File: src/rtl/bm_case_pipe.sv
// Two-stage valid/ready logic pipeline: S1 registers operands, S2 registers result/zero flag/~A.
// Optional parity output enabled by defining BM_CASE_PARITY_EN.
module bm_case_pipe #(
    parameter int WIDTH = 2,
    parameter int CNT_W = 8
) (
    input  logic             clock,
    input  logic             reset_n,
    input  logic             in_valid,
    output logic             in_ready,
    input  logic [WIDTH-1:0] a_in,
    input  logic [WIDTH-1:0] b_in,
    input  logic [1:0]       op_in,
    output logic             out_valid,
    input  logic             out_ready,
    output logic [WIDTH-1:0] out0,
    output logic             out1,
    output logic [WIDTH-1:0] out2,
    output logic [CNT_W-1:0] zero_cnt
`ifdef BM_CASE_PARITY_EN
    ,
    output logic             parity
`endif
);

    localparam logic [CNT_W-1:0] CNT_MAX = {CNT_W{1'b1}};
    localparam logic [CNT_W-1:0] CNT_ONE = CNT_W'(1);

    function automatic logic [WIDTH-1:0] op_result(input logic [1:0]       op,
                                                   input logic [WIDTH-1:0] a,
                                                   input logic [WIDTH-1:0] b);
        case (op)
            2'b00:   return '0;
            2'b01:   return a & b;
            2'b10:   return a | b;
            default: return a ^ b;
        endcase
    endfunction

    function automatic logic [CNT_W-1:0] sat_inc(input logic [CNT_W-1:0] c);
        return (c == CNT_MAX) ? c : c + CNT_ONE;
    endfunction

    logic             s1_valid_q, s1_valid_d;
    logic [WIDTH-1:0] s1_a_q, s1_a_d;
    logic [WIDTH-1:0] s1_b_q, s1_b_d;
    logic [1:0]       s1_op_q, s1_op_d;
    logic             s2_valid_q, s2_valid_d;
    logic [WIDTH-1:0] out0_q, out0_d;
    logic             out1_q, out1_d;
    logic [WIDTH-1:0] out2_q, out2_d;
    logic [CNT_W-1:0] zero_cnt_q, zero_cnt_d;
`ifdef BM_CASE_PARITY_EN
    logic             parity_q, parity_d;
`endif

    logic             s2_free;
    logic             s1_adv;
    logic             in_fire;
    logic             out_fire;
    logic [WIDTH-1:0] s2_res;

    // S2 can take a new result when it is empty or draining this cycle.
    assign s2_free  = !s2_valid_q || out_ready;
    assign s1_adv   = s1_valid_q && s2_free;
    assign in_ready = !s1_valid_q || s2_free;
    assign in_fire  = in_valid && in_ready;
    assign out_fire = s2_valid_q && out_ready;
    assign s2_res   = op_result(s1_op_q, s1_a_q, s1_b_q);

    always_comb begin
        s1_valid_d = s1_valid_q;
        s1_a_d     = s1_a_q;
        s1_b_d     = s1_b_q;
        s1_op_d    = s1_op_q;
        if (s1_adv) begin
            s1_valid_d = 1'b0;
        end
        if (in_fire) begin
            s1_valid_d = 1'b1;
            s1_a_d     = a_in;
            s1_b_d     = b_in;
            s1_op_d    = op_in;
        end
    end

    always_comb begin
        s2_valid_d = s2_valid_q;
        out0_d     = out0_q;
        out1_d     = out1_q;
        out2_d     = out2_q;
        zero_cnt_d = zero_cnt_q;
`ifdef BM_CASE_PARITY_EN
        parity_d   = parity_q;
`endif
        if (out_fire) begin
            s2_valid_d = 1'b0;
            if (out1_q) begin
                zero_cnt_d = sat_inc(zero_cnt_q);
            end
        end
        // Advance overrides the drain so a full pipe moves in lock-step.
        if (s1_adv) begin
            s2_valid_d = 1'b1;
            out0_d     = s2_res;
            out1_d     = (s2_res == '0);
            out2_d     = ~s1_a_q;
`ifdef BM_CASE_PARITY_EN
            parity_d   = ^s2_res;
`endif
        end
    end

    // Stage S1 boundary: operand registers carry no reset, only their valid does.
    always_ff @(posedge clock) begin
        s1_a_q  <= s1_a_d;
        s1_b_q  <= s1_b_d;
        s1_op_q <= s1_op_d;
    end

    always_ff @(posedge clock or negedge reset_n) begin
        if (!reset_n) begin
            s1_valid_q <= 1'b0;
        end else begin
            s1_valid_q <= s1_valid_d;
        end
    end

    // Stage S2 boundary: result registers and zero-hit counter.
    always_ff @(posedge clock or negedge reset_n) begin
        if (!reset_n) begin
            s2_valid_q <= 1'b0;
            out0_q     <= '0;
            out1_q     <= 1'b0;
            out2_q     <= '0;
            zero_cnt_q <= '0;
`ifdef BM_CASE_PARITY_EN
            parity_q   <= 1'b0;
`endif
        end else begin
            s2_valid_q <= s2_valid_d;
            out0_q     <= out0_d;
            out1_q     <= out1_d;
            out2_q     <= out2_d;
            zero_cnt_q <= zero_cnt_d;
`ifdef BM_CASE_PARITY_EN
            parity_q   <= parity_d;
`endif
        end
    end

    assign out_valid = s2_valid_q;
    assign out0      = out0_q;
    assign out1      = out1_q;
    assign out2      = out2_q;
    assign zero_cnt  = zero_cnt_q;
`ifdef BM_CASE_PARITY_EN
    assign parity    = parity_q;
`endif

endmodule

File: config.mk
export PLATFORM = sky130hd
export DESIGN_NAME = bm_case_pipe
export DESIGN_NICKNAME = d
export VERILOG_FILES = /design/src/rtl/bm_case_pipe.sv
export SDC_FILE = /design/constraint.sdc
export NUM_CORES = 1
export LEC_CHECK = 0
export CELL_PAD_IN_SITES_DETAIL_PLACEMENT = 0
export CELL_PAD_IN_SITES_GLOBAL_PLACEMENT = 1
export CORE_ASPECT_RATIO = 1.4
export CORE_MARGIN = 2
export CORE_UTILIZATION = 33
export DETAILED_ROUTE_END_ITERATION = 8
export PLACE_DENSITY = 0.78
export REMOVE_ABC_BUFFERS = 1
export SKIP_CTS_REPAIR_TIMING = 1
export SYNTH_ARGS = -nofsm -noshare
export SYNTH_HDL_FRONTEND = slang
export SYNTH_SLANG_ARGS = --single-unit
File: constraint.sdc
create_clock -name clock -period 1.35 [get_ports clock]
set_input_delay 0.135 -clock clock [delete_from_list [all_inputs] [get_ports clock]]
set_output_delay 0.135 -clock clock [all_outputs]
set_load 0.01 [all_outputs]
==> results.ini, run 1 <==
[outcome]
status=complete, but fails checks
violations=negative setup slack

[place]
gp_congestion=0.695
portBuffers=24
dp_hpwl_mm=1.48

[logic_synthesis]
ys_types=24
yosysSeqAreaShare_pct=57.6
netlist_area_sq_um=965
synth_top_area_cell=dfrtp_1
ys_seq_elements=21
synthTopCellsByArea=dfrtp_1 39%, edfxtp_1 19%, ha_1 6.5%
synth_ff_type=dfrtp_1
synth-edff-count=6
synth_cells=78
syn_area_per_cell_sq_um=12.4
yosysWarnings=0
synth_top_cell_area_share_pct=38.9
postSynth.asyncResetShare_pct=71.4

[timing]
setup_viol=3
tightest_slew_ns=0.255
holdWs_ns=0.190
rsz0062_at_grt=true
slew_headroom_pct=83.0
fmax_ghz=0.687
setup_slack_ns=-0.106
skew_ns=0.00483
tns_ns=-0.152
fin_crit_sh_pct=108
final_hold_viol_count=0
fin_crit_ns=1.46
slew_violations=0

[global_routing]
track_usage_pct=12.3
grt_pass1_wl_mm=3.19
overflow=0
grt_pass1_vias=778
grt_start_max_net_pins=16
antenna_found_initial=0

[clock_network]
tritoncts=built
cts.sinks=21
cts_buffers=3
htree_levels=1
clock_latency_ns=0.25
clk_pin_slew_worst_paths_ns=0.07
clockBufferDepth=2
cts_root_buf=clkbuf_8

[floorplanning]
coreArea_sq_um=2820
initial_core_util_pct=34.2
die_h_um=68.0
ios=25
dieArea_sq_um=3380
core.rowCount=23
die_x_um=49.7

[drt]
vias=734
drt_first_pass_iters=4
ant_nets=0
drc=0
vias_per_cell=4.65
wire_per_inst_um=11.8
drt-total-wl_mm=1.86
drt_iter0_markers=8

[finish]
synthToLayoutAreaGrowth_pct=52.0
nets=137
antenna_cells=0
drive_above_1_share_pct=27.3

[worst_setup_path]
worstSetupPathType=reg -> reg
critPathCaptureType=flip-flop
cp_cell_sequence=inv_1 -> ha_1 -> mux2_4 -> nand2_1 -> o21ai_1 -> mux2_4
crit_path_max_fanout=3
cp_slowest_cell=edfxtp_1
cp.required_ns=1.49
cp_common_cell=mux2_4
crit_path_max_incr_delay_ns=0.41
cp.arrival_ns=1.59
startpoint_type=flip-flop

[power_and_ir_drop]
p_leak_nw=0.748
power_density_nw_per_um2=1310
peakVddDrop_uv=598

[hold_path]
hp-class=in -> async

[run]
maxCapViolations=0

[logic make-up (layout without fill, tap and decap cells)]
group | count (synthesis) | count (layout) | synth area share [%]
XOR/XNOR | 3 | 3 | 2.72
AO/OA/AOI/OAI | 11 | 11 | 7.65
AND/OR/NAND/NOR | 26 | 26 | 15.0
multiplexers | 7 | 7 | 8.56
buffers and inverters | 5 | 48 | 1.95
flip-flops | 21 | 21 | 57.6
adder cells (fa/ha/maj) | 5 | 5 | 6.49
[routing by layer]
layer	share of wire (%)	global-route usage (%)	vias to the layer above
met4	1.3	4.17	0
met3	5.5	3.06	4
met5	0	0	-
met2	56	25.0	22
li1	-	-	359
met1	37	11.8	349
[area by class of cell]
type | count | area [sq um]
timing repair buffer | 39 | 380
inverter | 5 | 18.8
clock buffer | 4 | 45.0
sequential | 21 | 556
multi-input combinational | 52 | 420
fill | 276 | 1350
tap | 37 | 46.3
[cells in the mapped netlist, drive strengths merged, types with 2 or more instances]
master	number
ha	5
xnor2	3
nor2	2
mux2	7
nand2	10
inv	5
dfrtp	15
o21ai	6
and2	2
a21oi	2
and3	2
nand4	3
nand2b	4
edfxtp	6
[cell usage in the layout (no fill, tap or decap), drive strengths merged]
master	instances
or2	1
inv	5
and2	2
buf	15
o211ai	1
nand3	1
ha	5
xnor2	3
o21ai	6
dfrtp	15
nand3b	1
nor2	2
clkbuf	4
and3	2
edfxtp	6
nand2b	4
mux2	7
dlymetal6s2s	11
o21a	1
nand4	3
a21oi	2
o21bai	1
clkdlybuf4s50	13
nand2	10
[metrics by stage]
step                util (%)  instances  total power, mW  area (sq um)  setup WS (ns)
floorplan                  -         78             1.12           965        -0.0778
global placement        47.6        151             1.51          1340         -0.197
detailed placement      47.6        151             1.53          1340         -0.248
CTS                     49.2        155             1.93          1390         -0.165
global route            52.0        158             2.07          1470         -0.183
finish                  52.0        158             1.92          1470         -0.106
[registers in the layout (all words and copies together), names as in the netlist]
signal and cells:
out0 2, out2 2, out1 1, s1_b_q 2, s1_valid_q 1, zero_cnt 8
s1_op_q 2, s1_a_q 2, out_valid 1
[worst paths after layout]
kind | startpoint | endpoint | slack (ns) | cells past startpoint
min in group clock | a_in[0] | s1_a_q[0] | 0.43 | 1
min reg2reg | out2[1] | out2[1] | 0.49 | 2
max in group asynchronous | reset_n | out0[1] | 0.98 | 2
max reg2reg | s1_a_q[0] | out0[0] | -0.11 | 6
max | s1_a_q[0] | out0[0] | -0.11 | 6
min | reset_n | out_valid | 0.19 | 2
[worst max-delay path: cells and delay by family (launching register included)]
family                   cells  cell delay, ns
AND/OR/NAND/NOR              1            0.06
flip-flops                   1            0.41
multiplexers                 2            0.50
buffers and inverters        1            0.08
adder cells (fa/ha/maj)      1            0.22
AO/OA/AOI/OAI                1            0.06
[power by group]
part / leakage (nW) / internal (mW) / switching, mW / total [mW]
Clock: 0.0228 / 0.209 / 0.183 / 0.393
Sequential: 0.243 / 0.771 / 0.0765 / 0.848
Combinational: 0.482 / 0.397 / 0.286 / 0.682
(Power assumes the default switching activity.)
==> run 2: changes to the inputs <==
Settings changed: MAX_ROUTING_LAYER from default to met4.
==> results of run 2 <==
The final DEF is identical to that of run 1; final timing and power are the same.
Main changes from that run: final weighted congestion in routability-driven placement 0.695 -> 0.702; overall routing resource usage 12.3% -> 12.6%
==> run 3: changes to the inputs <==
Settings changed: CORE_UTILIZATION 33 to 42, DONT_BUFFER_PORTS from default to 1, PLACE_DENSITY 0.78 to 0.76.
==> run 3 against run 2 <==
Effect of this change: the flow still finishes with violations (negative setup slack); clock-buffer cell count did not move; clock skew rose by 0.0052 ns; die area is 20% lower; fmax rose by 1.9%; critical endpoint unchanged.
==> results.ini, run 3 (synthesized netlist as in run 1, its figures left out) <==
[worst_setup_path]
r2r-start=s1_a_q[0]
critPathCaptureType=flip-flop
startpoint_type=flip-flop
cp_cell_sequence=inv_2 -> ha_4 -> mux2_4 -> nand2_2 -> o21ai_2 -> mux2_4
startpoint=s1_a_q[0]
crit_path_max_incr_delay_ns=0.44
crit_path_max_fanout=3
reg2reg_slack_ns=-0.08
worstSetupPathType=reg -> reg
worstSetupEndpoint=out0[0]
path_buf_inv=1
crit_cells=6
cp.arrival_ns=1.62
crit_family=multiplexers
cp.required_ns=1.55
rr_endpoint=out0[0]
cp_common_cell=mux2_4
ff2ff_path_depth=6
cp_slowest_cell=edfxtp_1

[timing]
slew_headroom_pct=53.4
fmax_ghz=0.700
fin_crit_ns=1.43
setup_slack_ns=-0.0786
skew_ns=0.0100
rsz0062_at_grt=true
tns_ns=-0.143
final_hold_viol_count=0
fin_crit_sh_pct=106
tightest_slew_ns=0.696
setup_viol=3
holdWs_ns=0.0384
slew_violations=0

[clock_network]
cts_buffers=3
htree_levels=1
clockBufferDepth=2
cts_root_buf=clkbuf_4
cts.sinks=21
clock_latency_ns=0.31
clk_pin_slew_worst_paths_ns=0.12
tritoncts=built

[place]
portBuffers=0
gp_congestion=0.737
dp_hpwl_mm=1.40

[power_and_ir_drop]
power_density_nw_per_um2=1330
p_leak_nw=0.554
peakVddDrop_uv=769

[finish]
final_cell_mix=17 x buf_4, 15 x dfrtp_1, 8 x nand2_1, 8 x dlygate4sd3_1, 6 x edfxtp_1
largest_register_ffs=8
n_fill_cell=187
final_common_cell=buf_4
drive_above_1_share_pct=35.5
antenna_cells=0
synthToLayoutAreaGrowth_pct=31.4
nets=123

[global_routing]
grt_util_met2_pct=29.8
overflow=0
grt_start_max_net_pins=16
grt_pass1_wl_mm=2.79
grt_util_met1_pct=12.3
track_usage_pct=15.3
antenna_found_initial=0
grt_pass1_vias=688
top_usage_layer=met2
grt_use_met3_pct=3.57

[hold_path]
hold_start=out_ready
hp-class=in -> reg

[floorplanning]
core.rowCount=20
initial_core_util_pct=44.3
ios=25
coreArea_sq_um=2180
die_x_um=44.5
die_h_um=60.7
dieArea_sq_um=2700

[outcome]
status=complete, but fails checks
violations=negative setup slack

[run]
maxCapViolations=0

[drt]
vias=680
drt_iter0_markers=8
vias_per_cell=5.27
drt-total-wl_mm=1.86
ant_nets=0
drt_first_pass_iters=2
wire_per_inst_um=14.4
drc=0

-- run 3: changes by cell type in the layout (fill, tap and decap cells not counted), sizes merged --
cell           before  now
buf                15   17
clkdlybuf4s50      13    0
dlygate4sd3         0    8
dlymetal6s2s       11    0
-- run 3: area by class of cell --
class | instances | area, sq um | share of cell area [%]
Multi-Input combinational cell | 52 | 432 | 34.1
Inverter | 5 | 18.8 | 1.48
Clock buffer | 4 | 26.3 | 2.07
Timing Repair Buffer | 25 | 208 | 16.4
Tap cell | 22 | 27.5 | 2.17
Sequential cell | 21 | 556 | 43.8
-- run 3: stage by stage --
stage	cells	setup slack [ns]	utilization, %	cell area [sq um]	power, mW
CTS	118	-0.158	51.6	1120	1.61
floorplan	78	-0.0778	-	965	1.12
global placement	114	-0.112	50.4	1100	1.28
finish	129	-0.0786	58.2	1270	1.68
global route	129	-0.151	58.2	1270	1.77
detailed placement	114	-0.136	50.4	1100	1.31
-- run 3: worst min-delay path by stage --
stage | endpoint | slack (ns) | cells after the start
after floorplan | out0[0] | -0.16 | 0
after global placement | zero_cnt[0] | -0.16 | 0
after detailed placement | zero_cnt[0] | -0.16 | 0
after CTS | zero_cnt[3] | -0.50 | 0
after global routing | out_valid | 0.06 | 2
final | out_valid | 0.04 | 2
-- run 3: power breakdown --
| part | switching (mW) | total (mW) | internal [mW] |
|---|---|---|---|
| registers | 0.106 | 0.877 | 0.770 |
| logic | 0.239 | 0.495 | 0.256 |
| clock network | 0.193 | 0.308 | 0.115 |
| total | 0.538 | 1.68 | 1.14 |
-- run 3: metal layers --
layer  vias up  share of wire, %
li1        326                 -
met1       330                33
met2        20                59
met3         4               5.3
met4         0               1.8
met5         -                 0
